===== src/rtl/ov7670_cfg_pkg.sv =====
// ---------------------------------------------------------------------------
// ov7670_cfg_pkg
// Shared definitions for the OV7670 configuration sequencer:
//   cfg_state_t  - sequencer state encoding
//   CFG_END      - ROM word that terminates a configuration run
//   CFG_DELAY    - ROM word that requests a programmable wait
//   CFG_ADDR_W   - configuration ROM address width
//   cnt_width()  - counter width able to hold 0 .. n-1 (never below 1 bit)
// ---------------------------------------------------------------------------
package ov7670_cfg_pkg;

  localparam int unsigned CFG_ADDR_W = 8;
  localparam logic [15:0] CFG_END    = 16'hFFFF;
  localparam logic [15:0] CFG_DELAY  = 16'hFFF0;

  typedef enum logic [2:0] {
    ST_IDLE,
    ST_FETCH,
    ST_DECODE,
    ST_SEND,
    ST_WAIT,
    ST_DELAY,
    ST_DONE,
    ST_ERROR
  } cfg_state_t;

  function automatic int unsigned cnt_width(input int unsigned n);
    return (n > 1) ? $clog2(n) : 1;
  endfunction

endpackage


===== src/rtl/ov7670_cfg_delay_timer.sv =====
// ---------------------------------------------------------------------------
// ov7670_cfg_delay_timer
// Loadable down-counter used for the configuration delay entries.
// Parameters:
//   WIDTH    counter width
// Ports:
//   clk      in   system clock
//   rst      in   asynchronous, active-high reset
//   load     in   load `value` into the counter
//   value    in   WIDTH  reload value
//   expired  out  counter is at zero
// The counter stops at zero; loading takes priority over counting.
// ---------------------------------------------------------------------------
module ov7670_cfg_delay_timer
  import ov7670_cfg_pkg::*;
#(
  parameter int unsigned WIDTH = 8
) (
  input  logic             clk,
  input  logic             rst,
  input  logic             load,
  input  logic [WIDTH-1:0] value,
  output logic             expired
);

  logic [WIDTH-1:0] r_count;

  always_ff @(posedge clk or posedge rst) begin
    if (rst) begin
      r_count <= '0;
    end else if (load) begin
      r_count <= value;
    end else if (r_count != '0) begin
      r_count <= r_count - WIDTH'(1);
    end
  end

  assign expired = (r_count == '0);

endmodule


===== src/rtl/ov7670_cfg_sequencer.sv =====
// ---------------------------------------------------------------------------
// ov7670_cfg_sequencer
// Walks the OV7670 configuration ROM from address 0, issuing one SCCB
// register write per entry, inserting a timed wait for delay entries and
// stopping at the end marker (or after the entry at the last address).
//
// Parameters:
//   CLK_FREQ_HZ  clk frequency in Hz
//   DELAY_MS     wait applied for each delay entry, in ms
//   MAX_RETRY    retries per entry on NACK (retry build only)
// Ports:
//   clk, rst     clock, asynchronous active-high reset
//   start        one-cycle pulse starting a run (IDLE/DONE/ERROR only)
//   rom_addr     out 8   ROM address
//   rom_data     in  16  ROM word {reg, value}, one cycle after rom_addr
//   sccb_valid   out     write request, held until sccb_ready
//   sccb_ready   in      SCCB master accepts the request
//   sccb_reg     out 8   register address
//   sccb_data    out 8   register value
//   sccb_done    in      transaction finished pulse
//   sccb_nack    in      slave NACK, qualified by sccb_done
//   busy/done/error out  run status; done/error held until next start
// Build option:
//   OV7670_CFG_RETRY_EN  when defined, a NACKed entry is resent up to
//                        MAX_RETRY times before the run is aborted.
// ---------------------------------------------------------------------------
module ov7670_cfg_sequencer
  import ov7670_cfg_pkg::*;
#(
  parameter int unsigned CLK_FREQ_HZ = 25_000_000,
  parameter int unsigned DELAY_MS    = 10,
  parameter int unsigned MAX_RETRY   = 3
) (
  input  logic                  clk,
  input  logic                  rst,
  input  logic                  start,
  output logic [CFG_ADDR_W-1:0] rom_addr,
  input  logic [15:0]           rom_data,
  output logic                  sccb_valid,
  input  logic                  sccb_ready,
  output logic [7:0]            sccb_reg,
  output logic [7:0]            sccb_data,
  input  logic                  sccb_done,
  input  logic                  sccb_nack,
  output logic                  busy,
  output logic                  done,
  output logic                  error
);

  localparam int unsigned     DELAY_CYCLES = CLK_FREQ_HZ / 1000 * DELAY_MS;
  localparam int unsigned     DLY_W        = cnt_width(DELAY_CYCLES);
  // Counting N-1 down to 0 inclusive gives exactly N cycles in DELAY.
  localparam logic [DLY_W-1:0] DLY_LOAD    = DLY_W'(DELAY_CYCLES - 1);

  cfg_state_t            r_state;
  logic [CFG_ADDR_W-1:0] r_rom_addr;
  logic                  r_valid;
  logic [7:0]            r_reg;
  logic [7:0]            r_data;
  logic                  r_busy;
  logic                  r_done;
  logic                  r_error;

  logic w_dly_load;
  logic w_dly_expired;
  logic w_last_entry;

`ifdef OV7670_CFG_RETRY_EN
  localparam int unsigned        RETRY_W   = cnt_width(MAX_RETRY + 1);
  localparam logic [RETRY_W-1:0] RETRY_MAX = RETRY_W'(MAX_RETRY);
  logic [RETRY_W-1:0] r_retry;
`endif

  assign w_dly_load   = (r_state == ST_DECODE) && (rom_data == CFG_DELAY);
  // The address never wraps: finishing the last entry ends the run.
  assign w_last_entry = (r_rom_addr == '1);

  ov7670_cfg_delay_timer #(
    .WIDTH(DLY_W)
  ) u_delay_timer (
    .clk    (clk),
    .rst    (rst),
    .load   (w_dly_load),
    .value  (DLY_LOAD),
    .expired(w_dly_expired)
  );

  always_ff @(posedge clk or posedge rst) begin
    if (rst) begin
      r_state    <= ST_IDLE;
      r_rom_addr <= '0;
      r_valid    <= 1'b0;
      r_reg      <= '0;
      r_data     <= '0;
      r_busy     <= 1'b0;
      r_done     <= 1'b0;
      r_error    <= 1'b0;
`ifdef OV7670_CFG_RETRY_EN
      r_retry    <= '0;
`endif
    end else begin
      case (r_state)
        ST_IDLE, ST_DONE, ST_ERROR: begin
          if (start) begin
            r_state    <= ST_FETCH;
            r_rom_addr <= '0;
            r_busy     <= 1'b1;
            r_done     <= 1'b0;
            r_error    <= 1'b0;
`ifdef OV7670_CFG_RETRY_EN
            r_retry    <= '0;
`endif
          end
        end

        ST_FETCH: begin
          r_state <= ST_DECODE;
        end

        ST_DECODE: begin
          if (rom_data == CFG_END) begin
            r_state <= ST_DONE;
            r_busy  <= 1'b0;
            r_done  <= 1'b1;
          end else if (rom_data == CFG_DELAY) begin
            r_state <= ST_DELAY;
          end else begin
            r_reg   <= rom_data[15:8];
            r_data  <= rom_data[7:0];
            r_valid <= 1'b1;
            r_state <= ST_SEND;
          end
        end

        ST_SEND: begin
          if (sccb_ready) begin
            r_valid <= 1'b0;
            r_state <= ST_WAIT;
          end
        end

        ST_WAIT: begin
          if (sccb_done) begin
            if (!sccb_nack) begin
`ifdef OV7670_CFG_RETRY_EN
              r_retry <= '0;
`endif
              if (w_last_entry) begin
                r_state <= ST_DONE;
                r_busy  <= 1'b0;
                r_done  <= 1'b1;
              end else begin
                r_rom_addr <= r_rom_addr + 1'b1;
                r_state    <= ST_FETCH;
              end
            end else begin
`ifdef OV7670_CFG_RETRY_EN
              // Resend from the latched reg/data; the ROM is not re-read.
              if (r_retry < RETRY_MAX) begin
                r_retry <= r_retry + 1'b1;
                r_valid <= 1'b1;
                r_state <= ST_SEND;
              end else begin
                r_state <= ST_ERROR;
                r_busy  <= 1'b0;
                r_error <= 1'b1;
              end
`else
              r_state <= ST_ERROR;
              r_busy  <= 1'b0;
              r_error <= 1'b1;
`endif
            end
          end
        end

        ST_DELAY: begin
          if (w_dly_expired) begin
            if (w_last_entry) begin
              r_state <= ST_DONE;
              r_busy  <= 1'b0;
              r_done  <= 1'b1;
            end else begin
              r_rom_addr <= r_rom_addr + 1'b1;
              r_state    <= ST_FETCH;
            end
          end
        end

        default: begin
          r_state <= ST_IDLE;
          r_busy  <= 1'b0;
          r_valid <= 1'b0;
        end
      endcase
    end
  end

  assign rom_addr   = r_rom_addr;
  assign sccb_valid = r_valid;
  assign sccb_reg   = r_reg;
  assign sccb_data  = r_data;
  assign busy       = r_busy;
  assign done       = r_done;
  assign error      = r_error;

endmodule


===== config.mk =====
export PLATFORM = sky130hd
export DESIGN_NAME = ov7670_cfg_sequencer
export DESIGN_NICKNAME = d
export VERILOG_FILES = /design/src/rtl/ov7670_cfg_pkg.sv /design/src/rtl/ov7670_cfg_delay_timer.sv /design/src/rtl/ov7670_cfg_sequencer.sv
export SDC_FILE = /design/constraint.sdc
export NUM_CORES = 1
export LEC_CHECK = 0
export ABC_AREA = 1
export BUFFER_PORTS_ARGS = -buffer_cell sky130_fd_sc_hd__buf_2
export CAP_MARGIN = 20
export CORE_UTILIZATION = 30
export CTS_BUF_LIST = sky130_fd_sc_hd__clkbuf_16
export CTS_CLUSTER_SIZE = 40
export DETAILED_ROUTE_END_ITERATION = 10
export PLACE_DENSITY = 0.52
export SYNTH_ARGS = -nofsm -noshare
export SYNTH_HDL_FRONTEND = slang
export SYNTH_SLANG_ARGS = --single-unit
export TNS_END_PERCENT = 50

===== constraint.sdc =====
create_clock -name clk -period 3.05 [get_ports clk]
set_input_delay 0.61 -clock clk [delete_from_list [all_inputs] [get_ports clk]]
set_output_delay 0.61 -clock clk [all_outputs]
set_load 0.03 [all_outputs]

==> impl_results.md <==
* Delay-heaviest family, CP: simple AND/OR/NAND/NOR gates
* Ant. Diodes at 0
* CP max FO at 23
* Most common cell in the netlist: nand2_1
* Setup Skew at 0.0113 ns
* Max-Cap Viols at 0
* PwrDens at 798 nW/um2
* Pin count of the biggest net entering global routing at 28
* Worst path max stage delay at 0.49 ns
* Reg area at between 1000 and 1500 um2
* # clock sinks at 49
* Wire length of the first global-routing pass at 10900 um
* Syn. warnings at 0
* RSZ-0062 raised after global routing: false
* Peak Freq at 492 MHz
* Final slew viol count at 0
* Worst Path Required at 3.26 ns
* Inserted Clock Buffers at 5
* Setup slack after layout at 1.02 ns
* Cell total after placement at 533
* Top cells by area, synth: dfrtp_1 44%, nand2_1 16%, nand3_1 6.1%, inv_1 6.0%, nor2_1 4.8%
* Finished Layout Cells at 541
* Mapped cell area at 2800 um2
* Final ANT Viol Nets at 0
* Ports at 50
* Crit path capture type: flop
* Fill cells at 958
* CTS max path bufs at 2
* Max FFs per register at 18
* Setup bufs post-CTS at 0
* Via count at between 2000 and 3000
* Initial drt markers at 112
* Post-synth top cells: 123 x nand2_1, 49 x dfrtp_1, 45 x inv_1, 36 x nor2_1, 34 x nand3_1
* Cell area after layout at ~3300 um2
* Synthesis-to-finish area growth at 18.2%
* Core Footprint at between 8000 and 9000 um2
* Detailed placement HPWL at 4790 um
* H-tree lvl count at 2
* Residual DRC count at 0
* Synth unique cells at 30
* Layout cell share with drive strength beyond 1 at around a fifth
* Leak at 1.78 nW
* Most used cell, CP: nand2_1
* Worst slew pin tran at 0.562 ns
* Detailed Routing Iterations Pass 1 at 4
* Final-report hold violation count at 0
* Tmin final at 2.03 ns
* Tot GR Track Use at 13.8%
* GRT overflow at 0
* Run status: completed
* Setup total negative slack at 0 ns
* Post-synth top area cell: dfrtp_1
* DR WL/cell at 11.6 um
* Arr. time, crit path at roughly 2.2 ns
* Area of placed instances at 3160 um2
* Post-synth EDFFs at 0
* Via density per instance at about 4.7
* Net count after synthesis at a little over 400
* Crit-path cells: buf_2 > nand2_1 > nor2_1 > inv_1 > nor2_2 > nand4_1 > nand2_2 > nand2_1 > o21ai_1
* Resized cells post-CTS at 0
* Clk pin slew, worst setup/hold paths at 0.08 ns
* Clock tree from TritonCTS: built
* Pre-CTS setup slack at 0.733 ns
* Hold WC Path Type: in -> async
* Initial antenna violation count at 0
* Avg Cell Area, Syn at 7.37 um2
* GPL Wtd Cong at between 0.8 and 0.9
* Rows at 34
* Die Span X at roughly 100 um
* Synth top area share at 43.8%
* Final WL at 6260 um
* Worst VDD drop at 0.000541 V
* Post-synthesis async set-or-reset flop share at 100%
* Die ar. at 9730 um2
* Max_slew headroom at a little over three fifths
* #FFs+latches synth at 49
* Seq/Total Area, Yosys at 43.8%
* Synth Instances at 380
* Final setup viols at 0
* Nets at about 460
* Top reg by flops: u_delay_timer.r_count
* Vias in the first global route at 2337
* Buffers & Inverters on Critical Path at 2
* Die Y-Extent at 98.6 um
* Post-CTS Hold Buffers at 0
* Ys flop type: dfrtp_1
* Setup crit start kind: primary input
* Crit path kind: in -> reg
* Root Buffer: clkbuf_16
* Slowest CP cell: nand2_2
* Hold Slack at between 0.3 and 0.4 ns
* Final worst-path cycle share at roughly two thirds
* Clock latency on the worst-skew pair at 0.29 ns
* Starting density of the core at 31.5%
* I/O Buffers at 49
* Area of the multi-input gates at 1350 um2
layout by cell type, fill, tap and decap left out, types with 2 or more instances in the layout:
cell         n
o21ai_1      8
nand2_1    123
nand3_1     34
ha_1         2
inv_1       44
a21oi_1      7
nor3_1       5
nand2_2      4
nor2_1      36
dfrtp_1     49
xor2_1       9
inv_2        7
nor2_4       6
buf_2       49
o21ai_0      5
o31ai_1      2
nand3_2      2
nor2_2       5
o211ai_1     4
nand3b_1     2
buf_4        2
inv_6        3
nand4_1     11
clkbuf_16    5
or2_2        3
power by group:
part           switching [W]  total [W]  internal, W
Clock               0.000259   0.000573     0.000313
Combinational       0.000789    0.00112     0.000334
Sequential          0.000126   0.000946     0.000820
layout make-up:
type	instances	area share, %
multi-input cells	274	40.7
repair buffers	51	7.86
clock buffers	5	3.78
clock inverters	3	0.793
flip-flops and latches	49	37.0
well taps	108	4.08
inverters	51	5.78
metal layers:
layer / track usage [%] / wire length (um)
met5: 0 / 0
met4: 3.79 / 69
met3: 2.70 / 220
met2: 22.0 / 2830
met1: 19.1 / 3140
metrics by stage:
stage	total power (W)	utilization, %
2_1_floorplan	0.00180	-
3_3_place_gp	0.00208	35.5
3_5_place_dp	0.00209	35.5
4_1_cts	0.00268	37.3
5_1_grt	0.00285	37.3
6_report	0.00264	37.3
worst paths after layout:
path	cells after the start	startpoint	end	slack (ns)
max in group asynchronous	3	rst	u_delay_timer.r_count[12]	2.09
worst min register to register	2	sccb_reg[4]	sccb_reg[4]	0.47
worst min-delay path	2	rst	sccb_reg[6]	0.36
worst max register to register	8	r_state[2]	sccb_data[0]	1.10
worst max-delay path	9	rom_data[7]	sccb_data[0]	1.02
min in group clk	2	sccb_reg[4]	sccb_reg[4]	0.47
cells by family (layout without fill, tap and decap cells):
logic type / count (synthesis) / after routing / share of synthesized area [%]
and+or+nand+nor: 235 / 235 / 38.7
buffers and inverters: 57 / 110 / 8.13
DFF: 49 / 49 / 43.8
AOI/OAI and AO/OA: 28 / 28 / 5.72
xor gates and xnor gates: 9 / 9 / 2.81
adders and majority gates: 2 / 2 / 0.893
No activity file was read; power rests on OpenSTA's default activity.
